[src/rtl/rtc_pkg.sv]
// Shared RTC definitions: set-mode encoding used by the control and display blocks.
package rtc_pkg;

  typedef enum logic [1:0] {
    MODE_RUN     = 2'b00,
    MODE_SET_HR  = 2'b01,
    MODE_SET_MIN = 2'b10
  } rtc_mode_e;

  function automatic logic is_set_mode(input rtc_mode_e m);
    return (m == MODE_SET_HR) || (m == MODE_SET_MIN);
  endfunction

endpackage

[src/rtl/btn_debounce.sv]
// Two-flop synchronizer followed by a counting debouncer; emits the settled level and a rise strobe.
module btn_debounce #(
  parameter int unsigned DB_CYC = 1_000_000
) (
  input  logic clk_i,
  input  logic rst_i,
  input  logic btn_i,
  output logic level_o,
  output logic rise_o
);

  localparam int unsigned CW = (DB_CYC > 1) ? $clog2(DB_CYC) : 1;

  logic          sync1_q;
  logic          sync2_q;
  logic [CW-1:0] cnt_q;

  // Level flips only after DB_CYC consecutive synchronized samples disagree with it.
  always_ff @(posedge clk_i) begin
    if (rst_i) begin
      sync1_q <= 1'b0;
      sync2_q <= 1'b0;
      cnt_q   <= '0;
      level_o <= 1'b0;
      rise_o  <= 1'b0;
    end else begin
      sync1_q <= btn_i;
      sync2_q <= sync1_q;
      rise_o  <= 1'b0;
      if (sync2_q == level_o) begin
        cnt_q <= '0;
      end else if (cnt_q == CW'(DB_CYC - 1)) begin
        cnt_q   <= '0;
        level_o <= sync2_q;
        rise_o  <= sync2_q;
      end else begin
        cnt_q <= cnt_q + CW'(1);
      end
    end
  end

endmodule

[src/rtl/rtc_set_ctrl.sv]
// RTC time-set controller: seconds prescaler, RUN/SET_HR/SET_MIN mode FSM, increment
// strobes with auto-repeat, idle timeout and field blink.
module rtc_set_ctrl
  import rtc_pkg::*;
#(
  parameter int unsigned TICK_DIV   = 50_000_000,
  parameter int unsigned DB_CYC     = 1_000_000,
  parameter int unsigned REP_DELAY  = 25_000_000,
  parameter int unsigned REP_PERIOD = 5_000_000,
  parameter int unsigned TIMEOUT_S  = 30
) (
  input  logic       clk_i,
  input  logic       rst_i,
  input  logic       btn_mode_i,
  input  logic       btn_up_i,
  output logic       sec_tick_o,
  output logic       inc_hr_o,
  output logic       inc_min_o,
  output logic       clr_sec_o,
  output logic [1:0] mode_o,
  output logic       blink_o
);

  localparam int unsigned PW      = (TICK_DIV > 1) ? $clog2(TICK_DIV) : 1;
  localparam int unsigned REP_MAX = (REP_DELAY > REP_PERIOD) ? REP_DELAY : REP_PERIOD;
  localparam int unsigned RW      = $clog2(REP_MAX + 1);
  localparam int unsigned IW      = $clog2(TIMEOUT_S + 1);

  logic mode_rise, up_rise, up_lvl;

  btn_debounce #(.DB_CYC(DB_CYC)) u_db_mode (
    .clk_i   (clk_i),
    .rst_i   (rst_i),
    .btn_i   (btn_mode_i),
    .level_o (),
    .rise_o  (mode_rise)
  );

  btn_debounce #(.DB_CYC(DB_CYC)) u_db_up (
    .clk_i   (clk_i),
    .rst_i   (rst_i),
    .btn_i   (btn_up_i),
    .level_o (up_lvl),
    .rise_o  (up_rise)
  );

  rtc_mode_e     state_q, state_nxt;
  logic [PW-1:0] presc_q;
  logic [IW-1:0] idle_q;
  logic [RW-1:0] rep_cnt_q;
  logic          rep_act_q, rep_per_q;

  logic in_set, wrap, timeout;
  assign in_set  = is_set_mode(state_q);
  assign wrap    = (presc_q == PW'(TICK_DIV - 1));
  assign timeout = in_set && wrap && (idle_q == IW'(TIMEOUT_S - 1));
  assign mode_o  = state_q;

  always_ff @(posedge clk_i) begin
    if (rst_i) state_q <= MODE_RUN;
    else       state_q <= state_nxt;
  end

  // Mode press wins over the idle timeout; the unused code falls back to RUN.
  always_comb begin
    state_nxt = state_q;
    case (state_q)
      MODE_RUN:     if (mode_rise) state_nxt = MODE_SET_HR;
      MODE_SET_HR:  if (mode_rise) state_nxt = MODE_SET_MIN;
                    else if (timeout) state_nxt = MODE_RUN;
      MODE_SET_MIN: if (mode_rise || timeout) state_nxt = MODE_RUN;
      default:      state_nxt = MODE_RUN;
    endcase
  end

  logic          state_chg_c, up_acc_c, rep_fire_c, inc_c;
  logic          sec_tick_c, inc_hr_c, inc_min_c, clr_c, blink_c;
  logic          rep_act_nxt_c, rep_per_nxt_c;
  logic [RW-1:0] rep_lim_c, rep_cnt_nxt_c;
  logic [PW-1:0] presc_nxt_c;
  logic [IW-1:0] idle_nxt_c;

  always_comb begin
    state_chg_c   = (state_nxt != state_q);
    up_acc_c      = 1'b0;
    rep_fire_c    = 1'b0;
    inc_c         = 1'b0;
    sec_tick_c    = 1'b0;
    inc_hr_c      = 1'b0;
    inc_min_c     = 1'b0;
    clr_c         = 1'b0;
    blink_c       = 1'b0;
    rep_lim_c     = rep_per_q ? RW'(REP_PERIOD) : RW'(REP_DELAY);
    rep_act_nxt_c = rep_act_q;
    rep_per_nxt_c = rep_per_q;
    rep_cnt_nxt_c = rep_cnt_q;
    presc_nxt_c   = presc_q + PW'(1);
    idle_nxt_c    = idle_q;

    up_acc_c   = in_set && up_rise && !state_chg_c;
    rep_fire_c = rep_act_q && up_lvl && !state_chg_c && (rep_cnt_q == rep_lim_c);
    inc_c      = up_acc_c || rep_fire_c;
    inc_hr_c   = inc_c && (state_q == MODE_SET_HR);
    inc_min_c  = inc_c && (state_q == MODE_SET_MIN);
    sec_tick_c = (state_q == MODE_RUN) && wrap;
    clr_c      = in_set && (state_nxt == MODE_RUN);

    if (wrap || clr_c) presc_nxt_c = '0;

    // Auto-repeat pulses count as activity, so holding up never times out.
    if (!in_set || state_chg_c || inc_c) idle_nxt_c = '0;
    else if (wrap)                       idle_nxt_c = idle_q + IW'(1);

    if (!in_set || state_chg_c || !up_lvl) begin
      rep_act_nxt_c = 1'b0;
      rep_per_nxt_c = 1'b0;
      rep_cnt_nxt_c = '0;
    end else if (up_acc_c) begin
      rep_act_nxt_c = 1'b1;
      rep_per_nxt_c = 1'b0;
      rep_cnt_nxt_c = RW'(1);
    end else if (rep_fire_c) begin
      rep_per_nxt_c = 1'b1;
      rep_cnt_nxt_c = RW'(1);
    end else if (rep_act_q) begin
      rep_cnt_nxt_c = rep_cnt_q + RW'(1);
    end

    blink_c = is_set_mode(state_nxt) && (presc_nxt_c < PW'(TICK_DIV / 2));
  end

  always_ff @(posedge clk_i) begin
    if (rst_i) begin
      presc_q    <= '0;
      idle_q     <= '0;
      rep_cnt_q  <= '0;
      rep_act_q  <= 1'b0;
      rep_per_q  <= 1'b0;
      sec_tick_o <= 1'b0;
      inc_hr_o   <= 1'b0;
      inc_min_o  <= 1'b0;
      clr_sec_o  <= 1'b0;
      blink_o    <= 1'b0;
    end else begin
      presc_q    <= presc_nxt_c;
      idle_q     <= idle_nxt_c;
      rep_cnt_q  <= rep_cnt_nxt_c;
      rep_act_q  <= rep_act_nxt_c;
      rep_per_q  <= rep_per_nxt_c;
      sec_tick_o <= sec_tick_c;
      inc_hr_o   <= inc_hr_c;
      inc_min_o  <= inc_min_c;
      clr_sec_o  <= clr_c;
      blink_o    <= blink_c;
    end
  end

endmodule

[config.mk]
export PLATFORM = sky130hd
export DESIGN_NAME = rtc_set_ctrl
export DESIGN_NICKNAME = d
export VERILOG_FILES = /design/src/rtl/rtc_pkg.sv /design/src/rtl/btn_debounce.sv /design/src/rtl/rtc_set_ctrl.sv
export SDC_FILE = /design/constraint.sdc
export NUM_CORES = 1
export LEC_CHECK = 0
export CAP_MARGIN = 20
export CORE_MARGIN = 2
export CORE_UTILIZATION = 60
export CTS_BUF_LIST = sky130_fd_sc_hd__clkbuf_4 sky130_fd_sc_hd__clkbuf_8
export DETAILED_ROUTE_END_ITERATION = 8
export GPL_ROUTABILITY_DRIVEN = 0
export GPL_TIMING_DRIVEN = 0
export HOLD_SLACK_MARGIN = 0.02
export PLACE_DENSITY = 0.82
export RECOVER_POWER = 50
export SLEW_MARGIN = 20
export SYNTH_ARGS = -nofsm -noshare
export SYNTH_HDL_FRONTEND = slang
export SYNTH_SLANG_ARGS = --single-unit
[constraint.sdc]
create_clock -name clk_i -period 3.72 [get_ports clk_i]
set_input_delay 0.744 -clock clk_i [delete_from_list [all_inputs] [get_ports clk_i]]
set_output_delay 0.744 -clock clk_i [all_outputs]
set_load 0.01 [all_outputs]
# Yosys cells after proc, flatten, opt, wreduce, memory -nomap -nowiden
# Index checks and enable logic that the tools add are counted.
[op_classes] n_addsub=5 multipliers=0 div=0 order_cmp=1 n_eq_ne=12 shift=0 mux=10 bitwise=4 n_reduce_logical=36
[ops] op="$add 20x1->20 const B" count=2
[ops] op="$eq 20x20->1 const B" count=2
[ops] op="$add 26x1->26 const B" count=1
[ops] op="$eq 26x26->1 const B" count=1
[ops] op="$lt 26x25->1 const B" count=1
[ops] op="$mux 26" count=1
[ops] op="$add 25x1->25 const B" count=1
[ops] op="$eq 25x25->1" count=1
[ops] op="$mux 25" count=1
[ops] op="$reduce_or 3->1" count=5
[ops] op="$logic_and 1x1->1" count=12
[ops] op="$logic_or 1x1->1" count=8
[ops] op="$mux 2" count=4
[ops] op="$pmux 2 s3" count=1
[ops] op="$add 5x1->5 const B" count=1
[ops] op="$eq 5x5->1 const B" count=1
[ops] op="$eq 2x1->1 const B" count=2
[ops] op="$eq 2x2->1 const B" count=2
[ops] op="$logic_not 2->1" count=2
[ops] op="$not 1->1" count=4
[ops] op="$reduce_and 2->1" count=2
[ops] op="$reduce_or 2->1" count=2
[ops] op="$reduce_or 4->1" count=1
[ops] op="$logic_not 1->1" count=3
[ops] op="other kinds (4)" count=7
[totals] regBits=113 latchBits=0 mem_bits_rw=0 romBits=0 in_bits=4 output_inout_bits=7 elab_cells=90 mem_count=0

# Logic depth before layout (Yosys ltp)
# Gate-level depths: netlist (run 1).
[logic_depth] depth_word=14 ltp_mapped=15

# By module
# Synthesis (run 1) repeated with hierarchy kept, for this count alone.
[unflattened] hier_cells=632 area_unflattened_um2=5479.0
[by_module_without_submodules] mod="rtc_set_ctrl" instances=1 cells_each=386 area_each_um2=3319.4 seq_area_each_um2=1301.2
[by_module_without_submodules] mod="btn_debounce" instances=2 cells_each=123 area_each_um2=1079.8 seq_area_each_um2=480.5

# Worst setup path before layout (run 1)
# Ideal clock, no wire load.
[synth_path] path_kind="reg2reg" startpoint="register state_q[0], in the netlist mode_o[0]" endpoint="register presc_q[10]" setup_time_ns=0.065 arrival_ns=2.645 required_time_ns=3.655 path_slack_ns=1.010 stages_incl_launch_ff=15 synth_period_minus_slack_ns=2.710 path_cell_list="dfxtp_1 -> inv_1 -> ha_1 -> and4_1 -> nand3_1 -> o21ai_0 -> o21ai_0 -> nand2_1 -> ha_1 -> nand2_1 -> nand2_1 -> or2_2 -> clkbuf_1 -> clkbuf_1 -> nor2_1"
[synth_via] elab_chain_cells=11 elab_cells_between_ends=16
[synth_rtl] element="from (decl)" line_no="rtc_set_ctrl.sv:47" rtl="rtc_mode_e state_q, state_nxt;"
[synth_rtl] element="from (signal assigned)" line_no="rtc_set_ctrl.sv:61" rtl="else state_q <= state_nxt;"
[synth_rtl] element="$eq 2x1->1 / $eq 2x2->1 (equally long branches)" line_no="rtc_pkg.sv:11, rtc_set_ctrl.sv:67"
[synth_rtl] element="$logic_or 1x1->1" line_no="rtc_pkg.sv:11" rtl="return (m == MODE_SET_HR) || (m == MODE_SET_MIN);"
[synth_rtl] element="$logic_and 1x1->1 (2 in a row)" line_no="rtc_set_ctrl.sv:56" rtl="assign timeout = in_set && wrap && (idle_q == IW'(TIMEOUT_S - 1));"
[synth_rtl] element="$mux 2 / $logic_or 1x1->1 (equally long branches)" line_no="rtc_set_ctrl.sv:70, rtc_set_ctrl.sv:71"
[synth_rtl] element="$mux 2, on equally long branches" line_no="rtc_set_ctrl.sv:69, rtc_set_ctrl.sv:71"
[synth_rtl] element="$pmux 2 s3" line_no="rtc_set_ctrl.sv:67" rtl="case (state_q)"
[synth_rtl] element="$logic_not 2->1" line_no="rtc_set_ctrl.sv:106" rtl="clr_c = in_set && (state_nxt == MODE_RUN);"
[synth_rtl] element="$logic_and 1x1->1 (*)" line_no="rtc_set_ctrl.sv:106"
[synth_rtl] element="$logic_or 1x1->1 (*)" line_no="rtc_set_ctrl.sv:108" rtl="if (wrap || clr_c) presc_nxt_c = '0;"
[synth_rtl] element="$mux 26 (*)" line_no="rtc_set_ctrl.sv:108"
[synth_rtl] element="to (signal assigned)" line_no="rtc_set_ctrl.sv:145" rtl="presc_q <= presc_nxt_c;"
[synth_rtl] element="to (decl)" line_no="rtc_set_ctrl.sv:48" rtl="logic [PW-1:0] presc_q;"
# Every way passes the cells marked *; elsewhere a longest branch is shown, timed or not.
# A chain may end at the register's enable or synchronous reset.

# Worst setup path after layout (run 1)
[layout_path] startpoint="register presc_q[0]" endpoint="register rep_cnt_q[4]"
[layout_via] elab_chain_cells=11 elab_cells_between_ends=16
[layout_rtl] element="$eq 26x26->1 (*)" line_no="rtc_set_ctrl.sv:55" rtl="assign wrap = (presc_q == PW'(TICK_DIV - 1));"
[layout_rtl] element="$logic_and 1x1->1 (*) (2 in a row)" line_no="rtc_set_ctrl.sv:56"
[layout_rtl] element="$mux 2 / $logic_or 1x1->1 (equally long branches)" line_no="rtc_set_ctrl.sv:70, rtc_set_ctrl.sv:71"
[layout_rtl] element="$mux 2, on equally long branches" line_no="rtc_set_ctrl.sv:69, rtc_set_ctrl.sv:71"
[layout_rtl] element="$pmux 2 s3 (*)" line_no="rtc_set_ctrl.sv:67"
[layout_rtl] element="$ne 2x2->1 (*)" line_no="rtc_set_ctrl.sv:84" rtl="state_chg_c = (state_nxt != state_q);"
[layout_rtl] element="$logic_not 1->1" line_no="rtc_set_ctrl.sv:100, rtc_set_ctrl.sv:101"
[layout_rtl] element="$logic_and 1x1->1 (2 in a row)" line_no="rtc_set_ctrl.sv:101" rtl="rep_fire_c = rep_act_q && up_lvl && !state_chg_c && (rep_cnt_q == rep_lim_c);"
[layout_rtl] element="$reduce_or 4->1 (no source line) (*)"
[layout_rtl] element="to (signal assigned)" line_no="rtc_set_ctrl.sv:147" rtl="rep_cnt_q <= rep_cnt_nxt_c;"
[layout_rtl] element="to (decl)" line_no="rtc_set_ctrl.sv:50" rtl="logic [RW-1:0] rep_cnt_q;"
# Marks and branches as above.

==> results.txt, run 1 <==
----------------------------------------------------
[Detailed routing]
  Post-DR wirelength/cell ... 13.9 um
  Total length of routed wires ... 10.3 mm
  Antenna-violating nets left ... 0
  Post-detailed-route via-to-cell ratio ... 5.65
  Drt first-iter violations ... 128
  Detailed-route via count ... 4201
  Detailed-routing iteration count for the pre-antenna-repair pass ... 5
  DRC violation count after routing ... 0

[Cells and area]
  Utilization after layout ... 0.688
  Summed area of non-filler cells in the final layout ... 5920 um^2
  Filler cells ... 676
  Diode count ... 0
  Layout cell share with drive strength beyond 1 ... 0.101
  Layout Area Growth over Synthesis ... 12.6%
  Finished Layout Cells ... 744
  # nets final ... 639

[Global route]
  Leftover overflow at the end of global routing ... 0
  Pin count of the biggest net entering global routing ... 17
  Number of antenna violations at the first check in global routing ... 0
  Via count of the first global-routing pass ... 4169
  All-Layer GR Usage ... 0.228
  Wire length of the first global-routing pass ... 18.1 mm

[Clock tree]
  Deepest clock path buffer count ... 2
  CTS Sinks ... 113
  Total CTS buffers ... 17
  Post-CTS repair timing setup buffer count ... 0
  Count of hold buffers inserted by post-cts repair ... 0
  CTS root buffer ... sky130_fd_sc_hd__clkbuf_8
  Clock tree from TritonCTS ... yes
  H-tree depth ... 4
  Clock Latency Late Sink ... 0.43 ns
  Clock slew seen by the registers of the worst setup and hold paths ... 0.07 ns
  Post-CTS Resized ... 0

[Worst hold path]
  Worst hold-check path type ... flop to flop

[STA]
  Peak Freq ... 0.305 GHz
  Setup repair after global routing missed its margin ... false
  Hold Fails Final Rpt ... 0
  Worst clock skew on the final layout ... 0.00795 ns
  Worst hold margin ... 0.442 ns
  Transition time of the tightest slew-check pin ... 1.16 ns
  Period utilization ... 0.880
  Final count of pins violating max slew ... 0
  Final setup violation count ... 0
  TNS Setup ... 0 ns
  Shortest period the worst path allows ... 3.28 ns
  Normalized max-slew margin ... 0.219

[Floorplanning]
  Die X ... 97.6 um
  Starting Density ... 0.611
  Die area ... 9520 um^2
  Chip height ... 97.6 um
  Number of top-level pins ... 11
  Core area ... 8590 um^2
  Row count ... 34

[Logic synthesis]
  Cell area after synthesis ... 5250 um^2
  Most common cell in the synthesized netlist ... sky130_fd_sc_hd__dfxtp_1
  Synthesis-stage register bit count ... 113
  Cell taking the most area after synthesis ... sky130_fd_sc_hd__dfxtp_1
  Cells after Synth ... 594
  Synth Net Count ... 610
  Number of synthesis warnings ... 0
  Synth unique cells ... 51
  Synthesized area per cell ... 8.84 um^2
  Ys flop type ... sky130_fd_sc_hd__dfxtp_1
  Async S/R FF share, synth ... 0
  Biggest area contributors in the synthesized netlist ... sky130_fd_sc_hd__dfxtp_1, sky130_fd_sc_hd__xor2_1, sky130_fd_sc_hd__nor2_1
  Number of synthesized flops with an enable pin ... 0
  Proportion of synthesized chip area in sequential cells ... 0.431
  Top cells by instance count after synthesis ... sky130_fd_sc_hd__dfxtp_1, sky130_fd_sc_hd__nor2_1, sky130_fd_sc_hd__xor2_1, sky130_fd_sc_hd__nand2_1, sky130_fd_sc_hd__nand3_1
  Share of the synthesized area in the top cell type ... 0.431

[Critical path]
  Startpoint type of the worst setup path ... flop
  Slowest cell on the critical path ... sky130_fd_sc_hd__nor4b_1
  Cell family with the largest share of critical-path delay ... simple AND/OR/NAND/NOR gates
  Data arrival time of the critical path ... 3.64 ns
  Largest stage delay, worst path ... 0.95 ns
  Peak fanout along the critical path ... 10
  CP Buf/Inv Count ... 1
  Endpoint kind of the worst setup timing path ... flop
  Critical setup path kind ... flop to flop
  CP required ... 4.08 ns
  CP Cell Sequence ... ha_1 > nand4_1 > nor2_1 > nand4_2 > o21ai_0 > nor4b_1 > nand4_4 > buf_6 > nor2_2

[Placed design]
  Quantity of I/O buffers inserted on ports ... 10
  Post-detailed-placement half-perimeter wirelength ... 7.35 mm
  Cell Area, Placed ... 5490 um^2
  Placed cells ... 712

[Power and ir drop]
  PD cells ... 425 nW/um^2
  Peak supply drop ... 363 uV
  Leakage power ... 0.00201 uW

[Run]
  Maximum Capacitance Violations ... 0

[Run status]
  Result of the run ... complete, no violations

----------------------------------------------------
## worst register-to-register path: cells and delay by family, from the launching register on
kind	cells	cell delay, ns
buf+inv	1	0.23
fa+ha+maj	1	0.26
compound gates	1	0.24
flops	1	0.35
simple gates	6	2.13
## layout by cell type (no fill, tap or decap), types with 3 or more instances in the layout
cell                            synthesis  final
sky130_fd_sc_hd__dfxtp_1              113    113
sky130_fd_sc_hd__nor2_1               111    111
sky130_fd_sc_hd__xor2_1                61     61
sky130_fd_sc_hd__nand2_1               44     44
sky130_fd_sc_hd__nand3_1               36     36
sky130_fd_sc_hd__xnor2_1               34     34
sky130_fd_sc_hd__nand4_1               25     25
sky130_fd_sc_hd__and3_1                17     17
sky130_fd_sc_hd__clkbuf_8               0     17
sky130_fd_sc_hd__inv_1                 15     15
sky130_fd_sc_hd__ha_1                  12     12
sky130_fd_sc_hd__nor2_2                11     11
sky130_fd_sc_hd__nor3_1                 9      9
sky130_fd_sc_hd__and4_1                 9      9
sky130_fd_sc_hd__clkbuf_1               9      9
sky130_fd_sc_hd__nor4_1                 9      9
sky130_fd_sc_hd__nor4b_1                7      8
sky130_fd_sc_hd__dlygate4sd3_1          0      8
sky130_fd_sc_hd__nor2b_1                7      7
sky130_fd_sc_hd__o21ai_0                5      6
sky130_fd_sc_hd__clkinvlp_4             0      6
sky130_fd_sc_hd__nor3b_1                5      5
sky130_fd_sc_hd__mux2i_1                5      5
sky130_fd_sc_hd__buf_6                  4      4
sky130_fd_sc_hd__bufinv_16              0      4
sky130_fd_sc_hd__a21oi_1                3      3
sky130_fd_sc_hd__o22ai_1                3      3
sky130_fd_sc_hd__or3_1                  3      3
sky130_fd_sc_hd__inv_6                  0      3
## registers in the layout (all words and copies together) (netlist names), 2 cells and up
signal	count
mode_o	2
u_db_up.cnt_q	20
rep_cnt_q	25
presc_q	26
idle_q	5
u_db_mode.cnt_q	20
## kinds of logic after synthesis
kind of cell | Yosys count | share of synthesized area
xor gates and xnor gates | 95 | 0.158
buffers and inverters | 32 | 0.0305
adders and majority gates | 12 | 0.0286
muxes | 5 | 0.00953
and+or+nand+nor | 315 | 0.314
AOI/OAI and AO/OA | 22 | 0.0279
DFF | 113 | 0.431
## layout make-up
| type | instances | area, um^2 | area share |
|---|---|---|---|
| Multi-Input combinational cell | 449 | 2820 | 0.476 |
| Sequential cell | 113 | 2260 | 0.382 |
| Clock buffer | 17 | 234 | 0.0396 |
| Clock inverter | 15 | 209 | 0.0353 |
| Tap cell | 108 | 135 | 0.0228 |
| Buffer | 17 | 104 | 0.0176 |
| Timing Repair Buffer | 10 | 100 | 0.0169 |
| Inverter | 15 | 56.3 | 0.00952 |
## through the flow
stage | worst slack [ns] | total power [uW]
2_1_floorplan | 1.01 | 1260
3_5_place_dp | 0.457 | 1280
6_report | 0.445 | 2510
5_1_grt | 0.0976 | 2590
4_1_cts | 0.464 | 2530
3_3_place_gp | 0.550 | 1270
## path summary, 6_finish.rpt
check,startpoint,to,slack [ns],depth (start not counted)
worst min-delay path,u_db_up.sync1_q,u_db_up.sync2_q,0.44,1
worst max register to register,presc_q[0],rep_cnt_q[4],0.44,9
worst max-delay path,presc_q[0],rep_cnt_q[4],0.44,9
worst min register to register,u_db_up.sync1_q,u_db_up.sync2_q,0.44,1
## power by group
| group | internal [uW] | switching [uW] | leakage (uW) | total [uW] |
|---|---|---|---|---|
| logic | 9.92 | 16.9 | 0.000892 | 26.9 |
| clock network | 736 | 530 | 0.000201 | 1270 |
| registers | 1210 | 3.94 | 0.000911 | 1220 |
| total | 1960 | 551 | 0.00201 | 2510 |
## layer usage
metal / share of wire / track usage / vias to the layer above
met2: 0.52 / 0.406 / 65
met5: 0 / 0 / -
li1: - / - / 2091
met3: 0.030 / 0.0554 / 24
met1: 0.43 / 0.259 / 2021
met4: 0.019 / 0.0983 / 0
(Power assumes the default switching activity.)
==> run 2: changes to the inputs <==
--- a/config.mk
+++ b/config.mk
@@ -15,7 +15,7 @@
 export HOLD_SLACK_MARGIN = 0.02
 export PLACE_DENSITY = 0.82
 export RECOVER_POWER = 50
-export SLEW_MARGIN = 20
+export SLEW_MARGIN = 5
 export SYNTH_ARGS = -nofsm -noshare
 export SYNTH_HDL_FRONTEND = slang
 export SYNTH_SLANG_ARGS = --single-unit
==> results of run 2 <==
No change in the layout: final DEF, timing and power equal those of run 1.
==> run 3: changes to the inputs <==
--- a/config.mk
+++ b/config.mk
@@ -5,15 +5,14 @@
 export SDC_FILE = /design/constraint.sdc
 export NUM_CORES = 1
 export LEC_CHECK = 0
-export CAP_MARGIN = 20
 export CORE_MARGIN = 2
-export CORE_UTILIZATION = 60
+export CORE_UTILIZATION = 64
 export CTS_BUF_LIST = sky130_fd_sc_hd__clkbuf_4 sky130_fd_sc_hd__clkbuf_8
 export DETAILED_ROUTE_END_ITERATION = 8
 export GPL_ROUTABILITY_DRIVEN = 0
 export GPL_TIMING_DRIVEN = 0
 export HOLD_SLACK_MARGIN = 0.02
-export PLACE_DENSITY = 0.82
+export PLACE_DENSITY = 0.87
 export RECOVER_POWER = 50
 export SLEW_MARGIN = 5
 export SYNTH_ARGS = -nofsm -noshare
==> results.txt, run 3 (synthesized netlist as in run 1, its figures left out) <==
----------------------------------------------------
[Critical path]
  Startpoint type of the worst setup path ... flop
  CP required ... 4.02 ns (-0.06 ns)
  Largest stage delay, worst path ... 0.37 ns (-0.58 ns)
  Top cell by count, worst path ... sky130_fd_sc_hd__nand2_1
  Length in cells of the worst reg-to-reg path ... 14 (+5)
  Critical register-to-register path endpoint ... presc_q[20]
  Total number of cells along the worst setup path ... 14 (+5)
  Cell family with the largest share of critical-path delay ... simple AND/OR/NAND/NOR gates
  CP Cell Sequence ... ha_1 > nand4_1 > nor2_1 > nand4_2 > o21ai_0 > o21ai_0 > nand2_1 > ha_1 > nand2_1 > nand2_1 > or2_2 > clkbuf_1 > clkbuf_2 > nor2_1
  CP Buf/Inv Count ... 2 (+1)
  Worst setup slack for register-to-register paths ... 0.49 ns (+0.04 ns)
  Critical setup path kind ... flop to flop
  Slowest cell on the critical path ... sky130_fd_sc_hd__dfxtp_1
  Reg-to-reg startpoint ... presc_q[0]
  Peak fanout along the critical path ... 10 (unchanged)
  Data arrival time of the critical path ... 3.53 ns (-0.11 ns)
  Endpoint kind of the worst setup timing path ... flop

[STA]
  Final count of pins violating max slew ... 0 (unchanged)
  Hold Fails Final Rpt ... 0 (unchanged)
  TNS Setup ... 0 ns (unchanged)
  Worst hold margin ... 0.445 ns (+0.00348 ns)
  Transition time of the tightest slew-check pin ... 0.880 ns (-0.276 ns)
  Shortest period the worst path allows ... 3.23 ns (-0.0415 ns)
  Worst clock skew on the final layout ... 0.0110 ns (+0.00302 ns)
  Final setup violation count ... 0 (unchanged)
  Normalized max-slew margin ... 0.408 (+0.190)
  Peak Freq ... 0.309 GHz (+1.3%)
  Setup repair after global routing missed its margin ... false
  Period utilization ... 0.869 (-0.0112)

[Power and ir drop]
  Logic pwr share ... 0.012 (about the same)
  PD cells ... 407 nW/um^2 (-4.3%)
  Leakage power ... 0.00203 uW (+1.3%)
  Cell Int Power ... 1900 uW (-2.9%)
  Switching power ... 478 uW (-13%)
  Portion of total power attributed to the clock network ... 0.476 (-0.028)
  Switch share ... 0.201 (-0.0186)
  Sequential group share of total power ... 0.512 (+0.027)
  Peak supply drop ... 389 uV (+7.2%)

[Cells and area]
  Regs by FF count ... presc_q x26, rep_cnt_q x25
  Commonest non-fill, non-tap cell in the layout ... sky130_fd_sc_hd__dfxtp_1
  Summed area of non-filler cells in the final layout ... 5860 um^2 (-0.97%)
  Finished Layout Cells ... 739 (-0.67%)
  Most frequent cells in the layout ... sky130_fd_sc_hd__dfxtp_1, sky130_fd_sc_hd__nor2_1, sky130_fd_sc_hd__xor2_1
  Layout cell share with drive strength beyond 1 ... 0.0994 (-0.00126)
  Diode count ... 0 (unchanged)
  Reg with most FFs ... presc_q
  Filler cells ... 611 (-9.6%)
  # nets final ... 639 (unchanged)
  Layout Area Growth over Synthesis ... 11.5%
  Flip-flop count of the largest register after layout ... 26 (unchanged)

[Global route]
  All-Layer GR Usage ... 0.250 (+0.0219)
  Via count of the first global-routing pass ... 4016 (-3.7%)
  Wire length of the first global-routing pass ... 17.7 mm (-2.2%)
  Pin count of the biggest net entering global routing ... 17 (unchanged)
  Number of antenna violations at the first check in global routing ... 0 (unchanged)
  Leftover overflow at the end of global routing ... 0 (unchanged)

[Floorplanning]
  Number of top-level pins ... 11 (unchanged)
  Die area ... 8950 um^2 (-6.0%)
  Core area ... 8090 um^2 (-5.8%)
  Row count ... 33 (-2.9%)
  Die X ... 94.6 um (-3.0%)
  Starting Density ... 0.649 (+0.0378)
  Chip height ... 94.6 um (-3.0%)

[Clock tree]
  Clock tree from TritonCTS ... yes
  Total CTS buffers ... 17 (unchanged)
  H-tree depth ... 4 (unchanged)
  Clock Latency Late Sink ... 0.42 ns (about the same)
  Clock slew seen by the registers of the worst setup and hold paths ... 0.06 ns (about the same)
  Count of hold buffers inserted by post-cts repair ... 0 (unchanged)
  CTS root buffer ... sky130_fd_sc_hd__clkbuf_8
  CTS Sinks ... 113 (unchanged)
  Deepest clock path buffer count ... 2 (unchanged)

[Placed design]
  Quantity of I/O buffers inserted on ports ... 10 (unchanged)
  Placed cells ... 709 (-0.42%)
  Post-detailed-placement half-perimeter wirelength ... 7.14 mm (-2.8%)
  Cell Area, Placed ... 5480 um^2 (about the same)

[Detailed routing]
  Drt first-iter violations ... 156 (+22%)
  Detailed-routing iteration count for the pre-antenna-repair pass ... 5 (unchanged)
  DRC violation count after routing ... 0 (unchanged)
  Post-DR wirelength/cell ... 14.2 um (+2.3%)
  Detailed-route via count ... 4219 (+0.43%)
  Antenna-violating nets left ... 0 (unchanged)
  Post-detailed-route via-to-cell ratio ... 5.71 (+1.1%)
  Total length of routed wires ... 10.5 mm (+1.6%)

[Worst hold path]
  Critical hold path startpoint ... u_db_mode.sync1_q
  Hold endpoint ... u_db_mode.sync2_q
  Hold path cells ... 1 (unchanged)
  Worst hold-check path type ... flop to flop

[Run]
  Maximum Capacitance Violations ... 0 (unchanged)

[Run status]
  Result of the run ... complete, no violations

----------------------------------------------------
-- run 3: repair_timing --
action                     in CTS  in global routing
resized for setup               0                  4
setup endpoints to repair       0                 18
buffers inserted                0                  0
-- run 3: area by class of cell --
class	instances	area (um^2)	share of cell area
Timing Repair Buffer	10	100	0.0171
Tap cell	105	131	0.0224
Multi-Input combinational cell	449	2810	0.480
Clock buffer	24	312	0.0532
Inverter	15	56.3	0.00961
Clock inverter	6	80.1	0.0137
Sequential cell	113	2260	0.386
Buffer	17	106	0.0182
-- run 3: power groups by stage --
stage	sequential [uW]	clock, uW	combinational [uW]
floorplan	1250	0	18.6
global route	1220	1200	31.4
finish	1220	1130	28.4
global placement	1250	0	27.5
detailed placement	1250	0	28.7
CTS	1220	1150	29.0
-- run 3: worst max-delay path by stage --
stage          startpoint           to  slack [ns]
2_1_floorplan   mode_o[0]  presc_q[10]        1.01
3_3_place_gp   presc_q[0]  presc_q[24]        0.55
3_5_place_dp   presc_q[0]  presc_q[13]        0.42
4_1_cts        presc_q[0]  presc_q[20]        0.34
5_1_grt        presc_q[0]  presc_q[20]        0.12
6_report       presc_q[0]  presc_q[20]        0.49
-- run 3: worst reg2reg max path: stages (launching register included) --
cell and delay (ns):
sky130_fd_sc_hd__dfxtp_1 0.37, sky130_fd_sc_hd__ha_1 0.27, sky130_fd_sc_hd__nand4_1 0.28, sky130_fd_sc_hd__nor2_1 0.35, sky130_fd_sc_hd__nand4_2 0.25, sky130_fd_sc_hd__o21ai_0 0.25
sky130_fd_sc_hd__o21ai_0 0.11, sky130_fd_sc_hd__nand2_1 0.11, sky130_fd_sc_hd__ha_1 0.15, sky130_fd_sc_hd__nand2_1 0.09, sky130_fd_sc_hd__nand2_1 0.11, sky130_fd_sc_hd__or2_2 0.12
sky130_fd_sc_hd__clkbuf_1 0.27, sky130_fd_sc_hd__clkbuf_2 0.30, sky130_fd_sc_hd__nor2_1 0.09
-- run 3: per-layer routing --
layer	track usage	share of wire	vias up
met2	0.452	0.51	109
met1	0.278	0.42	1996
met3	0.0662	0.039	23
met4	0.100	0.022	0
li1	-	-	2091
met5	0	0	-
-- run 3: per-stage QoR --
| stage | utilization | power [uW] | setup WS (ns) |
|---|---|---|---|
| finish | 0.724 | 2380 | 0.486 |
| detailed placement | 0.678 | 1280 | 0.422 |
| global route | 0.724 | 2460 | 0.116 |
| floorplan | - | 1260 | 1.01 |
| global placement | 0.678 | 1270 | 0.545 |
| CTS | 0.726 | 2400 | 0.341 |
